<file path="config.mk">
export PLATFORM = sky130hd
export DESIGN_NAME = eth_rx_mac_filter_flat
export DESIGN_NICKNAME = d
export VERILOG_FILES = /design/src/rtl/eth_rx_mac_filter_pkg.sv /design/src/rtl/eth_rx_mac_filter_if.sv /design/src/rtl/eth_rx_mac_filter_sat_counter.sv /design/src/rtl/eth_rx_mac_filter.sv /design/src/flat_wrapper.sv
export SDC_FILE = /design/constraint.sdc
export NUM_CORES = 1
export LEC_CHECK = 0
export ABC_AREA = 1
export CORE_MARGIN = 2
export CORE_UTILIZATION = 40
export DETAILED_ROUTE_END_ITERATION = 10
export PLACE_DENSITY = 0.63
export SLEW_MARGIN = 0
export SYNTH_ARGS = -nofsm -noshare
export SYNTH_HDL_FRONTEND = slang
export SYNTH_SLANG_ARGS = --single-unit
</file>
<file path="constraint.sdc">
create_clock -name clk -period 2.9 [get_ports clk]
set_clock_uncertainty 0.2 [all_clocks]
set_input_delay 0.58 -clock clk [delete_from_list [all_inputs] [get_ports clk]]
set_output_delay 0.58 -clock clk [all_outputs]
set_load 0.01 [all_outputs]
</file>
<file path="src/rtl/eth_rx_mac_filter_pkg.sv">
// Shared Ethernet definitions for the receive MAC address filter: FSM states,
// address constants, statistics counter indices and the accept rule.
package eth_rx_mac_filter_pkg;

    localparam int          ETH_ALEN       = 6;
    localparam logic [47:0] ETH_BCAST_ADDR = 48'hFFFF_FFFF_FFFF;

    localparam int STAT_PASS     = 0;
    localparam int STAT_ADDR     = 1;
    localparam int STAT_RUNT     = 2;
    localparam int STAT_OVERRUN  = 3;
    localparam int STAT_NUM      = 4;

    typedef enum logic [2:0] {
        ST_IDLE  = 3'd0,
        ST_HDR   = 3'd1,
        ST_PASS  = 3'd2,
        ST_DROP  = 3'd3,
        ST_FLUSH = 3'd4
    } rx_state_e;

    // Destination-address acceptance; da[40] is the I/G bit of the first byte on the wire.
    function automatic logic mac_accept(
        input logic [47:0] da,
        input logic [47:0] mac,
        input logic        promisc,
        input logic        bcast_en,
        input logic        mcast_en
    );
        logic is_bcast;
        is_bcast = (da == ETH_BCAST_ADDR);
        return promisc || (da == mac) || (bcast_en && is_bcast) ||
               (mcast_en && da[40] && !is_bcast);
    endfunction

endpackage

</file>
<file path="src/rtl/eth_rx_mac_filter_if.sv">
// Byte stream bundle (AXI-Stream style without back-pressure) used on both
// sides of the receive MAC filter.
interface eth_rx_mac_filter_if #(
    parameter int DATA_WIDTH = 8
) ();

    logic [DATA_WIDTH-1:0] tdata;
    logic                  tvalid;
    logic                  tlast;
    logic                  tuser;

    modport master (output tdata, tvalid, tlast, tuser);
    modport slave  (input  tdata, tvalid, tlast, tuser);

endinterface

</file>
<file path="src/rtl/eth_rx_mac_filter_sat_counter.sv">
// Saturating up-counter for frame statistics; sticks at all-ones.
module eth_rx_mac_filter_sat_counter #(
    parameter int WIDTH = 32
) (
    input  logic             clk,
    input  logic             rst,
    input  logic             inc_i,
    output logic [WIDTH-1:0] count_o
);

    logic [WIDTH-1:0] count_q, count_d;

    always_comb begin
        count_d = count_q;
        if (inc_i && (count_q != {WIDTH{1'b1}})) begin
            count_d = count_q + WIDTH'(1);
        end
    end

    always_ff @(posedge clk) begin
        if (rst) begin
            count_q <= '0;
        end else begin
            count_q <= count_d;
        end
    end

    assign count_o = count_q;

endmodule

</file>
<file path="src/rtl/eth_rx_mac_filter.sv">
// Receive-side destination MAC filter: buffers the 6-byte DA, decides pass/drop,
// then forwards the frame through the buffer with a fixed 6-beat delay.
module eth_rx_mac_filter
    import eth_rx_mac_filter_pkg::*;
#(
    parameter int DATA_WIDTH = 8,
    parameter int CNT_WIDTH  = 32
) (
    input  logic                  clk,
    input  logic                  rst,
    eth_rx_mac_filter_if.slave    s_axis,
    eth_rx_mac_filter_if.master   m_axis,
    input  logic [47:0]           local_mac_i,
    input  logic                  cfg_promisc_i,
    input  logic                  cfg_accept_bcast_i,
    input  logic                  cfg_accept_mcast_i,
    output logic [CNT_WIDTH-1:0]  stat_pass_o,
    output logic [CNT_WIDTH-1:0]  stat_drop_addr_o,
    output logic [CNT_WIDTH-1:0]  stat_drop_runt_o,
    output logic [CNT_WIDTH-1:0]  stat_drop_overrun_o,
    output logic                  drop_pulse_o
);

    if (DATA_WIDTH != 8) begin : g_width_check
        $error("eth_rx_mac_filter: DATA_WIDTH must be 8");
    end

    localparam logic [2:0] LAST_HDR_IDX = 3'(ETH_ALEN - 1);
    localparam logic [2:0] FLUSH_LEN    = 3'(ETH_ALEN);

    rx_state_e                    state_q, state_d;
    logic [2:0]                   cnt_q, cnt_d;
    logic [ETH_ALEN-1:0][7:0]     hdr_q, hdr_d;
    logic [47:0]                  mac_q, mac_d;
    logic                         promisc_q, promisc_d;
    logic                         bcast_q, bcast_d;
    logic                         mcast_q, mcast_d;
    logic                         tuser_q, tuser_d;
    logic                         ovr_q, ovr_d;
    logic                         ovr_next;
    logic                         out_valid_q, out_valid_d;
    logic [7:0]                   out_data_q, out_data_d;
    logic                         out_last_q, out_last_d;
    logic                         out_user_q, out_user_d;
    logic                         drop_pulse_q, drop_pulse_d;
    logic [47:0]                  da;
    logic [STAT_NUM-1:0]          stat_inc;
    logic [CNT_WIDTH-1:0]         stat_val [STAT_NUM];

    // Five buffered bytes plus the byte on the bus form the complete DA.
    assign da = {hdr_q[0], hdr_q[1], hdr_q[2], hdr_q[3], hdr_q[4], s_axis.tdata};

    always_comb begin
        state_d      = state_q;
        cnt_d        = cnt_q;
        hdr_d        = hdr_q;
        mac_d        = mac_q;
        promisc_d    = promisc_q;
        bcast_d      = bcast_q;
        mcast_d      = mcast_q;
        tuser_d      = tuser_q;
        ovr_d        = ovr_q;
        ovr_next     = ovr_q;
        out_valid_d  = 1'b0;
        out_data_d   = hdr_q[0];
        out_last_d   = 1'b0;
        out_user_d   = 1'b0;
        stat_inc     = '0;

        case (state_q)
            ST_IDLE: begin
                if (s_axis.tvalid) begin
                    hdr_d[0]  = s_axis.tdata;
                    cnt_d     = 3'd1;
                    mac_d     = local_mac_i;
                    promisc_d = cfg_promisc_i;
                    bcast_d   = cfg_accept_bcast_i;
                    mcast_d   = cfg_accept_mcast_i;
                    if (s_axis.tlast) begin
                        stat_inc[STAT_RUNT] = 1'b1;
                        cnt_d               = 3'd0;
                    end else begin
                        state_d = ST_HDR;
                    end
                end
            end

            ST_HDR: begin
                if (s_axis.tvalid) begin
                    if (s_axis.tlast) begin
                        stat_inc[STAT_RUNT] = 1'b1;
                        cnt_d               = 3'd0;
                        state_d             = ST_IDLE;
                    end else begin
                        hdr_d[cnt_q] = s_axis.tdata;
                        cnt_d        = cnt_q + 3'd1;
                        if (cnt_q == LAST_HDR_IDX) begin
                            if (mac_accept(da, mac_q, promisc_q, bcast_q, mcast_q)) begin
                                state_d = ST_PASS;
                            end else begin
                                stat_inc[STAT_ADDR] = 1'b1;
                                state_d             = ST_DROP;
                            end
                        end
                    end
                end
            end

            ST_PASS: begin
                if (s_axis.tvalid) begin
                    out_valid_d = 1'b1;
                    hdr_d       = {s_axis.tdata, hdr_q[ETH_ALEN-1:1]};
                    if (s_axis.tlast) begin
                        tuser_d = s_axis.tuser;
                        ovr_d   = 1'b0;
                        cnt_d   = FLUSH_LEN;
                        state_d = ST_FLUSH;
                    end
                end
            end

            ST_FLUSH: begin
                out_valid_d = 1'b1;
                hdr_d       = {8'h00, hdr_q[ETH_ALEN-1:1]};
                cnt_d       = cnt_q - 3'd1;
                // A beat seen while flushing belongs to a frame we have no room for.
                if (s_axis.tvalid) begin
                    if (!ovr_q) begin
                        stat_inc[STAT_OVERRUN] = 1'b1;
                    end
                    ovr_next = !s_axis.tlast;
                end
                ovr_d = ovr_next;
                if (cnt_q == 3'd1) begin
                    out_last_d          = 1'b1;
                    out_user_d          = tuser_q;
                    stat_inc[STAT_PASS] = 1'b1;
                    cnt_d               = 3'd0;
                    ovr_d               = 1'b0;
                    state_d             = ovr_next ? ST_DROP : ST_IDLE;
                end
            end

            ST_DROP: begin
                if (s_axis.tvalid && s_axis.tlast) begin
                    cnt_d   = 3'd0;
                    state_d = ST_IDLE;
                end
            end

            default: begin
                cnt_d   = 3'd0;
                state_d = ST_IDLE;
            end
        endcase

        drop_pulse_d = stat_inc[STAT_ADDR] | stat_inc[STAT_RUNT] | stat_inc[STAT_OVERRUN];
    end

    always_ff @(posedge clk) begin
        if (rst) begin
            state_q      <= ST_IDLE;
            cnt_q        <= '0;
            hdr_q        <= '0;
            mac_q        <= '0;
            promisc_q    <= 1'b0;
            bcast_q      <= 1'b0;
            mcast_q      <= 1'b0;
            tuser_q      <= 1'b0;
            ovr_q        <= 1'b0;
            out_valid_q  <= 1'b0;
            out_data_q   <= '0;
            out_last_q   <= 1'b0;
            out_user_q   <= 1'b0;
            drop_pulse_q <= 1'b0;
        end else begin
            state_q      <= state_d;
            cnt_q        <= cnt_d;
            hdr_q        <= hdr_d;
            mac_q        <= mac_d;
            promisc_q    <= promisc_d;
            bcast_q      <= bcast_d;
            mcast_q      <= mcast_d;
            tuser_q      <= tuser_d;
            ovr_q        <= ovr_d;
            out_valid_q  <= out_valid_d;
            out_data_q   <= out_data_d;
            out_last_q   <= out_last_d;
            out_user_q   <= out_user_d;
            drop_pulse_q <= drop_pulse_d;
        end
    end

    for (genvar gi = 0; gi < STAT_NUM; gi++) begin : g_stat
        eth_rx_mac_filter_sat_counter #(
            .WIDTH (CNT_WIDTH)
        ) u_cnt (
            .clk     (clk),
            .rst     (rst),
            .inc_i   (stat_inc[gi]),
            .count_o (stat_val[gi])
        );
    end

    assign m_axis.tdata        = out_data_q;
    assign m_axis.tvalid       = out_valid_q;
    assign m_axis.tlast        = out_last_q;
    assign m_axis.tuser        = out_user_q;
    assign drop_pulse_o        = drop_pulse_q;
    assign stat_pass_o         = stat_val[STAT_PASS];
    assign stat_drop_addr_o    = stat_val[STAT_ADDR];
    assign stat_drop_runt_o    = stat_val[STAT_RUNT];
    assign stat_drop_overrun_o = stat_val[STAT_OVERRUN];

endmodule

</file>
<file path="src/flat_wrapper.sv">
// flat-port wrapper written by rule: the top's interface ports become plain ports
module eth_rx_mac_filter_flat import eth_rx_mac_filter_pkg::*;
#(
    parameter int DATA_WIDTH = 8,
    parameter int CNT_WIDTH  = 32
)
  (clk, rst, local_mac_i, cfg_promisc_i, cfg_accept_bcast_i, cfg_accept_mcast_i, stat_pass_o, stat_drop_addr_o, stat_drop_runt_o, stat_drop_overrun_o, drop_pulse_o, s_axis_tdata, s_axis_tvalid, s_axis_tlast, s_axis_tuser, m_axis_tdata, m_axis_tvalid, m_axis_tlast, m_axis_tuser);
  eth_rx_mac_filter_if #(.DATA_WIDTH(DATA_WIDTH)) s_axis_i ();
  eth_rx_mac_filter_if #(.DATA_WIDTH(DATA_WIDTH)) m_axis_i ();
  input  logic clk;
  input  logic rst;
  input  logic [47:0] local_mac_i;
  input  logic cfg_promisc_i;
  input  logic cfg_accept_bcast_i;
  input  logic cfg_accept_mcast_i;
  output logic [CNT_WIDTH-1:0] stat_pass_o;
  output logic [CNT_WIDTH-1:0] stat_drop_addr_o;
  output logic [CNT_WIDTH-1:0] stat_drop_runt_o;
  output logic [CNT_WIDTH-1:0] stat_drop_overrun_o;
  output logic drop_pulse_o;
  input wire logic [$bits(s_axis_i.tdata)-1:0] s_axis_tdata;
  input wire logic [$bits(s_axis_i.tvalid)-1:0] s_axis_tvalid;
  input wire logic [$bits(s_axis_i.tlast)-1:0] s_axis_tlast;
  input wire logic [$bits(s_axis_i.tuser)-1:0] s_axis_tuser;
  output wire logic [$bits(m_axis_i.tdata)-1:0] m_axis_tdata;
  output wire logic [$bits(m_axis_i.tvalid)-1:0] m_axis_tvalid;
  output wire logic [$bits(m_axis_i.tlast)-1:0] m_axis_tlast;
  output wire logic [$bits(m_axis_i.tuser)-1:0] m_axis_tuser;
  assign s_axis_i.tdata = s_axis_tdata;
  assign s_axis_i.tvalid = s_axis_tvalid;
  assign s_axis_i.tlast = s_axis_tlast;
  assign s_axis_i.tuser = s_axis_tuser;
  assign m_axis_tdata = m_axis_i.tdata;
  assign m_axis_tvalid = m_axis_i.tvalid;
  assign m_axis_tlast = m_axis_i.tlast;
  assign m_axis_tuser = m_axis_i.tuser;
  eth_rx_mac_filter #(.DATA_WIDTH(DATA_WIDTH), .CNT_WIDTH(CNT_WIDTH)) u_core (.clk(clk), .rst(rst), .s_axis(s_axis_i), .m_axis(m_axis_i), .local_mac_i(local_mac_i), .cfg_promisc_i(cfg_promisc_i), .cfg_accept_bcast_i(cfg_accept_bcast_i), .cfg_accept_mcast_i(cfg_accept_mcast_i), .stat_pass_o(stat_pass_o), .stat_drop_addr_o(stat_drop_addr_o), .stat_drop_runt_o(stat_drop_runt_o), .stat_drop_overrun_o(stat_drop_overrun_o), .drop_pulse_o(drop_pulse_o));
endmodule
</file>
Word-level counts from Yosys, hierarchy flattened. Index checks and enable logic that the tools add are counted.

Input bits: 64. Word-level logic and storage cells: 132. Flip-flop bits (word level): 247. Output and inout bits: 140.

$lt $le $gt $ge: 2. $add $sub $neg: 6. Multiplexer cells: 50. Equality and inequality tests: 21. Reduce and logical (&&, ||, !) cells: 26. Bitwise operators: 4.

Operator list (number): $mux W48 (3); $add A32 B1 Y32 const B (4); $ne A32 B32 Y1 const B (4); $pmux W40 S3 (1); $bwmux W48 (1); $eq A48 B48 Y1 (1); $eq A48 B48 Y1 const B (1); $mux W3 (15); $pmux W8 S4 (1); $pmux W3 S5 (2); $demux W8 S3 (1); $mux W1 (19); $mux W8 (2); $ne A2 B2 Y1 const B (6); $reduce_and A5 Y1 (2); $logic_and A1 B1 Y1 (9); $reduce_and A8 Y1 (1); $eq A3 B1 Y1 const B (2); $eq A3 B2 Y1 const B (2); $eq A3 B3 Y1 const B (2); $pmux W1 S2 (3); $reduce_and A3 Y1 (2); $lt A3 B4 Y1 const B (1); $mux W2 (2); 16 further kinds (22).

Logic depth before layout (Yosys ltp). Gate-level depths: netlist (run 1).

Depth in word-level cells: 11. Mapped depth: 14. Depth with buffers taken out: 14.

Hierarchy. Synthesis (run 1) repeated with hierarchy kept, for this count alone.

Cell total of the unflattened synthesis: 2117. Area total of the unflattened synthesis: 14173.6 um^2.

Modules (own cells, without submodules): eth_rx_mac_filter_sat_counter at u_core.g_stat[0].u_cnt ... (times used 3, cells each 324, area each 2062.0 um^2, seq. area each 640.6 um^2); eth_rx_mac_filter (times used 1, cells each 831, area each 6008.3 um^2, seq. area each 2382.3 um^2); eth_rx_mac_filter_sat_counter at u_core.g_stat[3].u_cnt (times used 1, cells each 314, area each 1979.4 um^2, seq. area each 640.6 um^2).

Worst setup path after synthesis (run 1). Ideal clock, no wire load.

Path type: flip-flop to flip-flop. Start: register u_core.g_stat[2].u_cnt.count_q[0]. End: register u_core.g_stat[2].u_cnt.count_q[26]. Buffers on the path: 0. Setup slack: 0.805 ns. Period minus slack after synthesis: 2.095 ns. Cell stages (with the launch flop): 13. Data arrival time: 1.782 ns. Data required time: 2.587 ns. Setup time: 0.113 ns. Path through: dfxtp_1 > ha_1 > nand2_1 > inv_1 > nand2_1 > nor2_1 > nand2_1 > nor2_1 > nand3_1 > nor3_1 > nand2_1 > nor2_1 > nor2_1.

Word-level cells in the longest chain between the ends: 2. Elaborated cells on any way between the ends: 3. Those cells by class: add/sub (1); eq/ne (1); reduce/logical (1).

Ends and longest elaborated chain: start, declared (RTL line eth_rx_mac_filter_sat_counter.sv:11) `logic [WIDTH-1:0] count_q, count_d;`; start signal, assigned (RTL line eth_rx_mac_filter_sat_counter.sv:24) `count_q <= count_d;`; branches (longest 2 deep; another with $add A32 B1 Y32).

Parallel ways; which one is timed is not known. A chain may end at the register's enable or synchronous reset.

Worst setup path in the final report (run 1).
Start: register u_core.cnt_q[1]. End: register u_core.g_stat[0].u_cnt.count_q[18].

Word-level cells in the longest chain between the ends: 4.

Ends and longest elaborated chain: start, declared (RTL line eth_rx_mac_filter.sv:32) `logic [2:0] cnt_q, cnt_d;`; start signal, assigned (RTL line eth_rx_mac_filter.sv:178) `cnt_q <= cnt_d;`; $eq A3 B1 Y1 (RTL line eth_rx_mac_filter.sv:134) `if (cnt_q == 3'd1) begin`; $mux W1 (RTL line eth_rx_mac_filter.sv:134); $mux W1 (RTL line eth_rx_mac_filter.sv:70) `case (state_q)`; $logic_and A1 B1 Y1 (RTL line eth_rx_mac_filter_sat_counter.sv:15) `if (inc_i && (count_q != {WIDTH{1'b1}})) begin`; end signal, assigned (RTL line eth_rx_mac_filter_sat_counter.sv:24); end, declared (RTL line eth_rx_mac_filter_sat_counter.sv:11).

Every way passes these cells.

==> results of run 1 <==
worst max-delay path: cells and delay by family, from the launching register on:
| family | cells | cell delay, ns |
|---|---|---|
| xor gates and xnor gates | 1 | 0.16 |
| adders and majority gates | 1 | 0.18 |
| buffers and inverters | 3 | 0.61 |
| DFF | 1 | 0.36 |
| and+or+nand+nor | 5 | 0.95 |
cell usage in the layout (no fill, tap or decap), types with 3 or more instances in the layout:
cell type and n:
xor2_1 40, nor2_2 4, nor3b_1 10, inv_2 9, o22ai_1 4, dfxtp_1 247
bufinv_16 4, o21a_1 3, xnor2_1 36, o32ai_1 8, clkdlybuf4s50_1 202, nor2_4 3
and3_1 3, nand2_2 3, nor3_1 60, nor2_1 204, clkbuf_16 29, nand3_1 86
nor3_2 3, buf_12 8, buf_4 32, a21oi_4 5, clkbuf_8 7, nor4_1 13
o21ai_0 162, nand2_1 458, a21oi_1 185, clkbuf_1 5, clkinv_2 7, nand4_1 62
ha_1 7, inv_1 190, nand3b_1 4, o21ai_1 27
kinds of logic (layout without fill, tap and decap cells):
| group | after synthesis | in the layout |
|---|---|---|
| compound gates | 404 | 404 |
| xor+xnor | 76 | 76 |
| fa+ha+maj | 7 | 7 |
| buf+inv | 275 | 494 |
| flops | 247 | 247 |
| simple gates | 918 | 918 |
power by group through the flow:
stage,logic [µW],registers [µW],clock network [µW]
after floorplan,428,3620,0
after global placement,696,3630,0
after detailed placement,707,3640,0
after CTS,710,3560,3900
after global routing,794,3570,4030
final,704,3560,3810
routing by layer:
layer / part of all wire, % / vias up / GRT usage, %
met2: 44 / 428 / 36.8
met4: 2.7 / 0 / 6.50
met3: 6.3 / 64 / 3.43
met1: 47 / 6118 / 31.8
met5: 0 / - / 0
li1: - / 6749 / -
through the flow:
stage / TNS, ns / power, µW / instance area, µm² / std cells
final: 0 / 8080 / 16500 / 2548
after global routing: 0 / 8390 / 16500 / 2548
after CTS: 0 / 8170 / 16500 / 2548
after detailed placement: -0.0875 / 4340 / 15500 / 2496
after global placement: 0 / 4330 / 15500 / 2496
after floorplan: 0 / 4050 / 12900 / 1927
layout make-up:
| type | instances | share of cell area, % |
|---|---|---|
| clock inverter | 11 | 0.963 |
| tap | 402 | 3.05 |
| sequential | 247 | 30.0 |
| inverter | 200 | 4.56 |
| multi-input combinational | 1405 | 41.7 |
| timing repair buffer | 242 | 14.7 |
| clock buffer | 41 | 5.10 |
final timing paths:
kind,start,cells past startpoint,slack [ns],to
setup / recovery,u_core.cnt_q[1],10,0.31,u_core.g_stat[0].u_cnt.count_o[18]
hold reg to reg,u_core.tuser_q,2,0.25,u_core.m_axis.tuser
setup reg to reg,u_core.cnt_q[1],10,0.31,u_core.g_stat[0].u_cnt.count_o[18]
hold / removal,u_core.tuser_q,2,0.25,u_core.m_axis.tuser
==> flow_results.org, run 1 <==
** Finish
- Area overhead of the layout relative to synthesis :: 27.8%
- # nets final :: 2196
- Fill cells in the final layout number 3185.
- Summing all flip-flop and latch instances after layout gives 0.00494 mm².
- Multi-input combinational cell area :: 0.00688 mm²
- Final standard cell utilization of the core :: 52.2%
- The number of antenna diodes in the final layout is 0.
- Proportion of layout cells with a drive suffix above 1 :: 5.68%

** Floorplan
- In this run the core area contains 65 standard-cell rows.
- The die covers 0.0337 mm².
- Area of the core :: 0.0316 mm²
- Die Span Y :: 184 µm
- During I/O placement, the number of pins put on the boundary was 204.
- Starting density of the core :: 40.8%
- The die is 184 µm wide.

** Critical path
- Startpoint kind of the worst setup timing path :: flop
- Crit Path Category :: flop to flop
- Data on the critical path arrives at its endpoint at 2.80 ns.
- Chain of cells forming the critical path :: inv_1 > ha_1 > nand2_1 > nor2_1 > nand2_1 > buf_4 > inv_2 > nand4_1 > xor2_1 > nor2_1
- Critical path endpoint category :: flop
- Data required time at the worst endpoint :: 3.11 ns
- Among all stages on the critical path, the largest delay is contributed by dfxtp_1.
- Of all nets on the critical path, the largest fanout is 13.
- For this run, the slowest stage of the critical path takes 0.36 ns.

** Timing
- Relative slew slack :: 49.4%
- Hold timing on the final database bottoms out at a slack of 0.252 ns.
- The final number of max-transition violations is 0.
- After layout, the minimum clock period comes to 2.59 ns.
- For the pin with the worst max-slew slack, the measured transition is 0.753 ns.
- Setup violations remaining at the end of the flow were counted as 0.
- Final WS setup :: 0.309 ns
- In the finished design, the share of the clock period the worst path needs comes to 89.4%.
- Final Hold Vio Count :: 0
- Fmax :: 386 MHz
- RSZ-0062 raised after global routing :: no

** Global route
- Entering global routing, the biggest net connects 132 pins.
- The first global-routing pass estimated 63400 µm of wire.
- The total overflow left after global routing is 0.
- Number of antenna violations at the first check in global routing :: 0
- Global routing consumed, over all layers together, 22.9% of the routing resources.
- Vias in the first global route :: 12.4k

** Synth
- The synthesized design contains 247 register bits.
- The most common cell in the synthesized netlist is nand2_1.
- Number of instances in the synthesized netlist :: 1927
- Of all flip-flops after synthesis, the portion carrying an async set or reset was 0%.
- Top post-synthesis cells by count :: nand2_1 (459), dfxtp_1 (247), nor2_1 (206)
- Of all cell types, the one taking the most synthesized area is dfxtp_1.
- In this run, synthesis inferred 0 flip-flops with an integrated enable.
- For this run, the leading register cell type out of synthesis is dfxtp_1.
- The synthesized netlist devotes 16.7% of its cell area to compound gates.
- Simple-Gate Fraction of Synth Area :: 30.7%
- The mapped netlist covers 0.0129 mm².
- The share of the Yosys chip area taken by registers is 38.3%.
- Total nets after synthesis :: 1998
- Summing the areas of all fa, ha and maj instances in the mapped netlist gives 0.678% of the synthesized area.
- Share of synthesized area spent on multiplexers :: 0%
- After synthesis, the largest family of logic cells by area is simple AND/OR/NAND/NOR gates.
- Number of distinct standard cells referenced by the synthesized netlist :: 47
- Top-area cell type share of the netlist area :: 38.3%
- In the post-synthesis netlist, the biggest area contributors are dfxtp_1 (38%), nand2_1 (13%), a21oi_1 (7.2%), o21ai_0 (6.3%), nor2_1 (6.0%).
- The synthesized netlist devotes 5.16% of its cell area to XOR and XNOR gates.
- Dividing the synthesized area by the synthesized cell count gives 6.70 µm².
- Yosys printed 0 warnings.

** Route
- Detailed routing inserted a total of 13.4k vias.
- Using the TritonRoute via totals, the vias-per-cell ratio works out to 5.24.
- Count of nets left with antenna violations after detail routing :: 0
- For this block, the initial DRC count from the detailed router was 949.
- The final layout contains routed wiring with a total length of 39200 µm.
- Remaining design rule violation count :: 0
- Before antenna repair, the detailed router went through 5 iterations.
- In the final routed layout, each cell accounts on average for 15.4 µm.

** Placed design
- Input and output buffers added on the ports amount to 203.
- Pre-CTS setup slack :: -0.0388 ns
- Detailed placer's ending HPWL :: 28800 µm
- Routability cong. :: 0.939

** Pwr
- In this run, the clock network consumes 47.2% of the power.
- Per report_power, the sequential group accounts for 44.1% of the total.
- The internal portion of the total power is 6140 µW.
- Logic gate share of total power :: 8.7%
- In this run switching power makes up 24.0% of total power.
- PD cells :: 489 mW/mm²
- For this design the total switching power over the nets is 1940 µW.
- The analysis attributes to cell leakage a power of 0.00590 µW.
- Worst-case vdd ir drop :: 0.431 mV

** Clock tree
- Root Driver :: clkbuf_16
- Hold-fix buffer count after cts :: 0
- Post-CTS Setup Repair Bufs :: 0
- Counting the buffers created by CTS gives 29.
- After clock tree synthesis, the clock-pin slew on the worst setup and hold paths is 0.06 ns.
- CTS tree :: built
- Max clock buf depth :: 3
- Number of levels the H-tree was split into :: 1
- Count of clock tree sinks :: 247
- Count of cells resized by post-cts repair :: 0
- Clock latency at the later pin of the worst-skew pair :: 0.55 ns

** Run status
- The flow ran to the end, and the final reports show no timing, DRC or antenna violations.

** Worst hold path
- In this run the worst hold path is classified as flop to flop.

** Job
- Max-cap violations in this run came to 0.
No activity file was read; power rests on OpenSTA's default activity.
==> run 2, diff against run 1 <==
--- a/config.mk
+++ b/config.mk
@@ -6,10 +6,13 @@
 export NUM_CORES = 1
 export LEC_CHECK = 0
 export ABC_AREA = 1
+export ABC_CLOCK_PERIOD_IN_PS = 2900
+export CAP_MARGIN = 20
 export CORE_MARGIN = 2
 export CORE_UTILIZATION = 40
 export DETAILED_ROUTE_END_ITERATION = 10
 export PLACE_DENSITY = 0.63
+export RECOVER_POWER = 100
 export SLEW_MARGIN = 0
 export SYNTH_ARGS = -nofsm -noshare
 export SYNTH_HDL_FRONTEND = slang
==> run 2 against run 1 <==
Against the previous run: the run now ends with capacitance limit, slew limit left; sequential share of layout area is 0.24 points higher; combinational power decreased by 4.0%; global-route usage unchanged; wire length increased by 0.15%; core utilization is 0.41 points lower.
==> flow_results.org, run 2 (synthesized netlist as in run 1, its figures left out) <==
** Run status
- The run finished, with violations left.
- The checks that failed: capacitance limit, slew limit.

** Clock tree
- For this design, the sink count on the clock tree is 247.
- Max clock buf depth :: 3
- CTS tree :: built
- Clock latency at the later pin of the worst-skew pair :: 0.55 ns
- The number of setup buffers added after CTS is 0.
- Gates resized during post-CTS repair numbered 0.
- Clock Pin Slew Worst Setup and Hold Paths :: 0.06 ns
- Root Driver :: clkbuf_16
- In this run the number of H-tree levels came out at 1.
- Buffers inserted to repair hold after CTS numbered 0.
- Number of CTS-inserted buffers :: 29

** Critical path
- In this run the critical register-to-register path is launched from u_core.g_stat[3].u_cnt.count_o[0].
- In this run the critical register-to-register path is captured at u_core.g_stat[3].u_cnt.count_o[7].
- CP arrival :: 2.81 ns
- Critical path endpoint category :: flop
- For the worst setup path, the data required time is 3.05 ns.
- The setup path with the least slack is of type primary input to flop.
- R2R setup slack :: 0.31 ns
- Crit path max fanout :: 32
- The worst setup path is launched from a primary input.
- Depth of the most critical reg-to-reg path :: 11

** Finish
- Multi-input combinational cell area :: 0.00682 mm²
- Of the cells placed in the final design, the portion with a size suffix greater than 1 is 4.75%.
- The filler cells instantiated in the layout total 3214.
- # nets final :: 2196
- In the final layout, flip-flops and latches occupy 0.00494 mm².
- The area growth from synthesis to layout is 26.8%.
- The library cell used most frequently in the layout, excluding fill and tap cells, is nand2_1.
- Leading cell types in the layout, fill and taps excluded :: nand2_1 (460), dfxtp_1 (247), nor2_1 (207), inv_1 (193), a21oi_1 (185)
- The finished cells cover 0.0164 mm².
- Number of antenna cells inserted :: 0
- Final standard cell utilization of the core :: 51.7%

** Route
- Met3 wire length :: 2290 µm
- Top Metal Used :: met4
- Average wire length per cell after detail routing :: 15.4 µm
- In the final routing, the length of wire on met1 measures 18600 µm.
- Post-detailed-routing wire length :: 39300 µm
- Via/cell ratio :: 5.24
- In this run the remaining antenna-violating nets after routing total 0.
- Wire segments on met2 add up to 17300 µm in the final route.
- Remaining design rule violation count :: 0
- First-pass DRT Iterations :: 5
- Detailed routing inserted a total of 13.3k vias.
- Number of DRC violations after detailed-routing iteration 0 :: 965

** Floorplan
- Total die area :: 0.0337 mm²
- Starting density of the core :: 40.8%
- The core region is 0.0316 mm².
- Floorplan row count :: 65
- Horizontal die dimension :: 184 µm
- Die Span Y :: 184 µm
- During I/O placement, the number of pins put on the boundary was 204.

** Worst hold path
- Number of instances on the worst hold path :: 2
- Class of the most critical hold timing path :: flop to flop
- The worst hold path terminates at u_core.m_axis.tuser.
- The startpoint identified for the worst hold timing path is u_core.tuser_q.

** Timing
- Based on the critical path, the design can be clocked at up to 376 MHz.
- Setup slack on the critical path of the routed design comes to 0.240 ns.
- In this run the tightest slew margin relative to its limit is -8.23%.
- Fin crit period :: 2.66 ns
- Dividing the final minimum period by the clock period gives 91.7%.
- RSZ-0062 raised after global routing :: no
- At the pin with the least slew margin, the transition time is 1.62 ns.
- Setup-failing EPs final :: 0
- Max-slew violations :: 132
- Across all hold checks on the routed design, the worst slack comes to 0.250 ns.
- The number of failing hold endpoints at the final stage is 0.

** Global route
- GR Util All Layers :: 22.9%
- Overflow after GRT :: 0
- Vias in the first global route :: 12.4k
- Maximum number of pins on one net before global-route repair :: 132
- Number of antenna violations at the first check in global routing :: 0
- The first global-routing pass estimated 63400 µm of wire.

** Placed design
- Routability cong. :: 0.939
- Detailed placer's ending HPWL :: 28800 µm
- IO Port Bufs :: 203
- Timing analysis after detailed placement gives a worst setup slack of -0.0388 ns.
- In this run the cell area measured after placement is 0.0155 mm².

** Pwr
- In this run the static leakage power is 0.00636 µW.
- Worst-case vdd ir drop :: 0.431 mV
- Dividing total power by cell area gives a power density of 492 mW/mm².

** Job
- The tool flagged a number of max-cap violations equal to 1.
-- run 2: layout make-up --
| type | count | area share, % |
|---|---|---|
| clock buffers | 41 | 5.14 |
| clock inverters | 11 | 0.971 |
| inverters | 200 | 4.59 |
| multi-input cells | 1405 | 41.7 |
| flip-flops and latches | 247 | 30.2 |
| well taps | 402 | 3.07 |
| repair buffers | 242 | 14.4 |
-- run 2: critical path, stage by stage --
cell	delay, ns
dlygate4sd3_1	0.62
inv_1	0.17
nand2_1	0.09
nand3_1	0.09
nor2_1	0.10
nand2_1	0.07
nor2_1	0.22
nand2_1	0.08
nor2_1	0.16
nor2_1	0.09
clkbuf_4	0.30
nand4_1	0.16
a21oi_1	0.06
-- run 2: layer usage --
metal / vias to the layer above / global-route usage (%)
met5: - / 0
met4: 0 / 6.50
met3: 66 / 3.43
met2: 383 / 36.8
met1: 6152 / 31.8
li1: 6746 / -
-- run 2: how the worst max path moves through the flow --
stage / slack (ns) / from / end
2_1_floorplan: 0.81 / u_core.g_stat[2].u_cnt.count_o[0] / u_core.g_stat[2].u_cnt.count_o[26]
3_3_place_gp: 0.02 / s_axis_tdata[7] / u_core.g_stat[1].u_cnt.count_o[8]
3_5_place_dp: -0.04 / s_axis_tvalid / u_core.g_stat[3].u_cnt.count_o[4]
4_1_cts: 0.33 / u_core.cnt_q[1] / u_core.g_stat[0].u_cnt.count_o[18]
5_1_grt: 0.06 / u_core.g_stat[3].u_cnt.count_o[2] / u_core.g_stat[3].u_cnt.count_o[31]
6_report: 0.24 / s_axis_tdata[7] / u_core.g_stat[1].u_cnt.count_o[28]
-- run 2: power breakdown --
group          leakage, µW  internal, µW  switching [µW]
logic              0.00386           271             405
clock network     0.000498          2360            1460
registers          0.00200          3490            70.7
total              0.00636          6120            1940
-- run 2: stage by stage --
stage / setup TNS (ns) / total power [µW] / cells
floorplan: 0 / 4050 / 1927
CTS: 0 / 8170 / 2548
detailed placement: -0.0875 / 4340 / 2496
global placement: 0 / 4330 / 2496
finish: 0 / 8060 / 2548
global route: 0 / 8370 / 2548
==> run 3, diff against run 2 <==
--- a/config.mk
+++ b/config.mk
@@ -6,9 +6,8 @@
 export NUM_CORES = 1
 export LEC_CHECK = 0
 export ABC_AREA = 1
-export ABC_CLOCK_PERIOD_IN_PS = 2900
+export ABC_CLOCK_PERIOD_IN_PS = 3100
 export CAP_MARGIN = 20
-export CORE_MARGIN = 2
 export CORE_UTILIZATION = 40
 export DETAILED_ROUTE_END_ITERATION = 10
 export PLACE_DENSITY = 0.63
==> constraint.sdc (replaced) <==
create_clock -name clk -period 3.1 [get_ports clk]
set_clock_uncertainty 0.2 [all_clocks]
set_input_delay 0.62 -clock clk [delete_from_list [all_inputs] [get_ports clk]]
set_output_delay 0.62 -clock clk [all_outputs]
set_load 0.01 [all_outputs]
==> run 3 against run 2 <==
Against the previous run: the run still ends with capacitance limit, slew limit left; core utilization shrank 0.18 points; count of clock-buffer cells in the layout shrank 2; die area shrank 2.2%; final area shrank 0.34%; worst setup slack gained 0.11 ns; critical endpoint is now u_core.g_stat[1].u_cnt.count_o[13].
==> flow_results.org, run 3 (synthesized netlist as in run 1, its figures left out) <==
** Finish
- Leading cell types in the layout, fill and taps excluded :: nand2_1 (461), dfxtp_1 (247), nor2_1 (205), inv_1 (194), a21oi_1 (185)
- From synthesis to final layout, the design area changed by 26.4%.
- FF+latch area :: 0.00494 mm²
- Proportion of layout cells with a drive suffix above 1 :: 4.98%
- Multi-input combinational cell area :: 0.00684 mm²
- The final layout contains 2198 nets.
- At the end of the flow the core is filled with cells to 51.6%.
- Filler cell count in the final layout :: 3179
- Leaving out fill and tap cells, the most frequent cell in the layout is nand2_1.

** Global route
- Maximum number of pins on one net before global-route repair :: 132
- The total overflow left after global routing is 0.
- GR Util All Layers :: 23.1%
- Number of antenna violations at the first check in global routing :: 1
- The first global-routing pass estimated 63100 µm of wire.
- Vias in the first global route :: 12.3k

** Timing
- The worst path needs 2.75 ns of the cycle, external delays included.
- Minimum hold slack :: 0.245 ns
- Period utilisation layout :: 88.9%
- Setup violations remaining at the end of the flow were counted as 0.
- Transition time of the tightest slew-check pin :: 1.65 ns
- The final number of max-transition violations is 132.
- The worst pin sits at a relative slew slack of -9.68%.
- Fmax :: 363 MHz
- Final Hold Vio Count :: 0
- Setup TNS :: 0 ns
- Final WS setup :: 0.345 ns
- RSZ-0062 raised after global routing :: no

** Pwr
- Power, Total :: 7420 µW
- Leakage power summed over all cells :: 0.00632 µW
- The worst-case IR drop observed on VDD is 0.390 mV.
- For this design the ratio of total power to cell area is 455 mW/mm².

** Critical path
- The slowest stage of the critical path belongs to the cell nor2_2.
- The critical path goes through clkbuf_1 > inv_1 > nor2_4 > nand2_1 > nor2_1 > nand3_1 > nor2_2 > buf_12 > nand4_1 > a21oi_1.
- For the worst setup path, the data required time is 3.34 ns.
- STA puts the critical path data arrival time at 2.99 ns.
- Worst setup path startpoint :: u_core.state_q[0]
- Delay of the slowest cell on the worst path :: 0.60 ns
- Of all nets on the critical path, the largest fanout is 17.
- Startpoint kind of the worst setup timing path :: flop
- Crit Path Category :: flop to flop
- Critical path endpoint category :: flop
- The worst register-to-register path begins at u_core.state_q[0].

** Clock tree
- Once the clock tree was built, the setup fixing pass inserted 0 buffers.
- CTS tree :: built
- In this run the deepest clock path goes through 3 buffers.
- Root Driver :: clkbuf_16
- After clock tree synthesis, the clock-pin slew on the worst setup and hold paths is 0.06 ns.
- Clock latency at the later pin of the worst-skew pair :: 0.54 ns
- Number of levels the H-tree was split into :: 1
- Count of cells resized by post-cts repair :: 0
- Number of CTS-inserted buffers :: 29
- For this design, the CTS-stage hold fixing added 0 buffers.
- CTS saw 247 sinks.

** Floorplan
- Horizontal die dimension :: 182 µm
- After floorplanning, the core was divided into 65 placement rows.
- The initial utilization of the core area, before any placement, comes to 40.8%.
- In this run the vertical extent of the chip is 182 µm.
- I/O pin count :: 204
- Area of the core :: 0.0316 mm²
- Total die area :: 0.0330 mm²

** Route
- First-pass DRT Iterations :: 6
- Dividing the detail-routed wire length by the instance count gives 15.1 µm.
- Post-detailed-routing wire length :: 38600 µm
- Wire segments on met3 add up to 2740 µm in the final route.
- Wire length on met2 :: 16800 µm
- The detailed router placed 13.3k vias in this run.
- In the routed design, unresolved DRC markers number 0.
- Count of nets left with antenna violations after detail routing :: 0
- After detailed routing, the wire length on met1 is 18400 µm.
- Via/cell ratio :: 5.21
- The detailed router finished its first iteration with 1022 violations.
- The highest metal layer carrying signal wires in the routed design is met4.

** Worst hold path
- Critical hold path startpoint :: u_core.tuser_q
- The path class of the tightest hold or removal check is flop to flop.

** Placed design
- IO Port Bufs :: 203
- Detailed placer's ending HPWL :: 28300 µm
- Routability-driven placement finished with a final weighted congestion of 0.930.
- Timing analysis after detailed placement gives a worst setup slack of -0.0335 ns.

** Run status
- The final reports fail on capacitance limit, slew limit.
- The run finished, with violations left.

** Job
- # Max-Cap Violations :: 1
run 3: critical path, delay by kind of cell (launching register included):
family	cells	cell delay [ns]
flip-flops	1	0.37
AO/OA/AOI/OAI	1	0.14
buffers and inverters	3	0.64
AND/OR/NAND/NOR	6	1.29
run 3: final cells by class:
class                      instances  share of cell area (%)
antenna                            1                  0.0153
inverter                         200                    4.61
clock inverter                    13                   0.920
sequential                       247                    30.3
timing repair buffer             244                    14.2
multi-input combinational       1405                    41.9
clock buffer                      39                    4.98
tap                              402                    3.08
run 3: power by group:
part	internal [µW]	switching (µW)	total, µW
clock	2080	1370	3450
combinational	255	382	637
sequential	3270	65.7	3330
total	5600	1820	7420
run 3: path summary, 6_finish.rpt:
| kind | slack [ns] | to | depth (start not counted) |
|---|---|---|---|
| worst min register to register | 0.24 | u_core.m_axis.tuser | 2 |
| worst max-delay path | 0.35 | u_core.g_stat[1].u_cnt.count_o[13] | 10 |
| worst min-delay path | 0.24 | u_core.m_axis.tuser | 2 |
| worst max register to register | 0.35 | u_core.g_stat[1].u_cnt.count_o[13] | 10 |
run 3: metal layers:
layer	global-route usage [%]	up-vias
li1	-	6765
met1	32.4	6017
met2	36.9	443
met3	4.01	62
met4	5.32	0
met5	0	-
run 3: per-stage QoR:
step,instance area (µm²),std cells
after detailed placement,15500,2498
after global routing,16300,2550
after CTS,16400,2550
after floorplan,12900,1927
final,16300,2551
after global placement,15500,2498
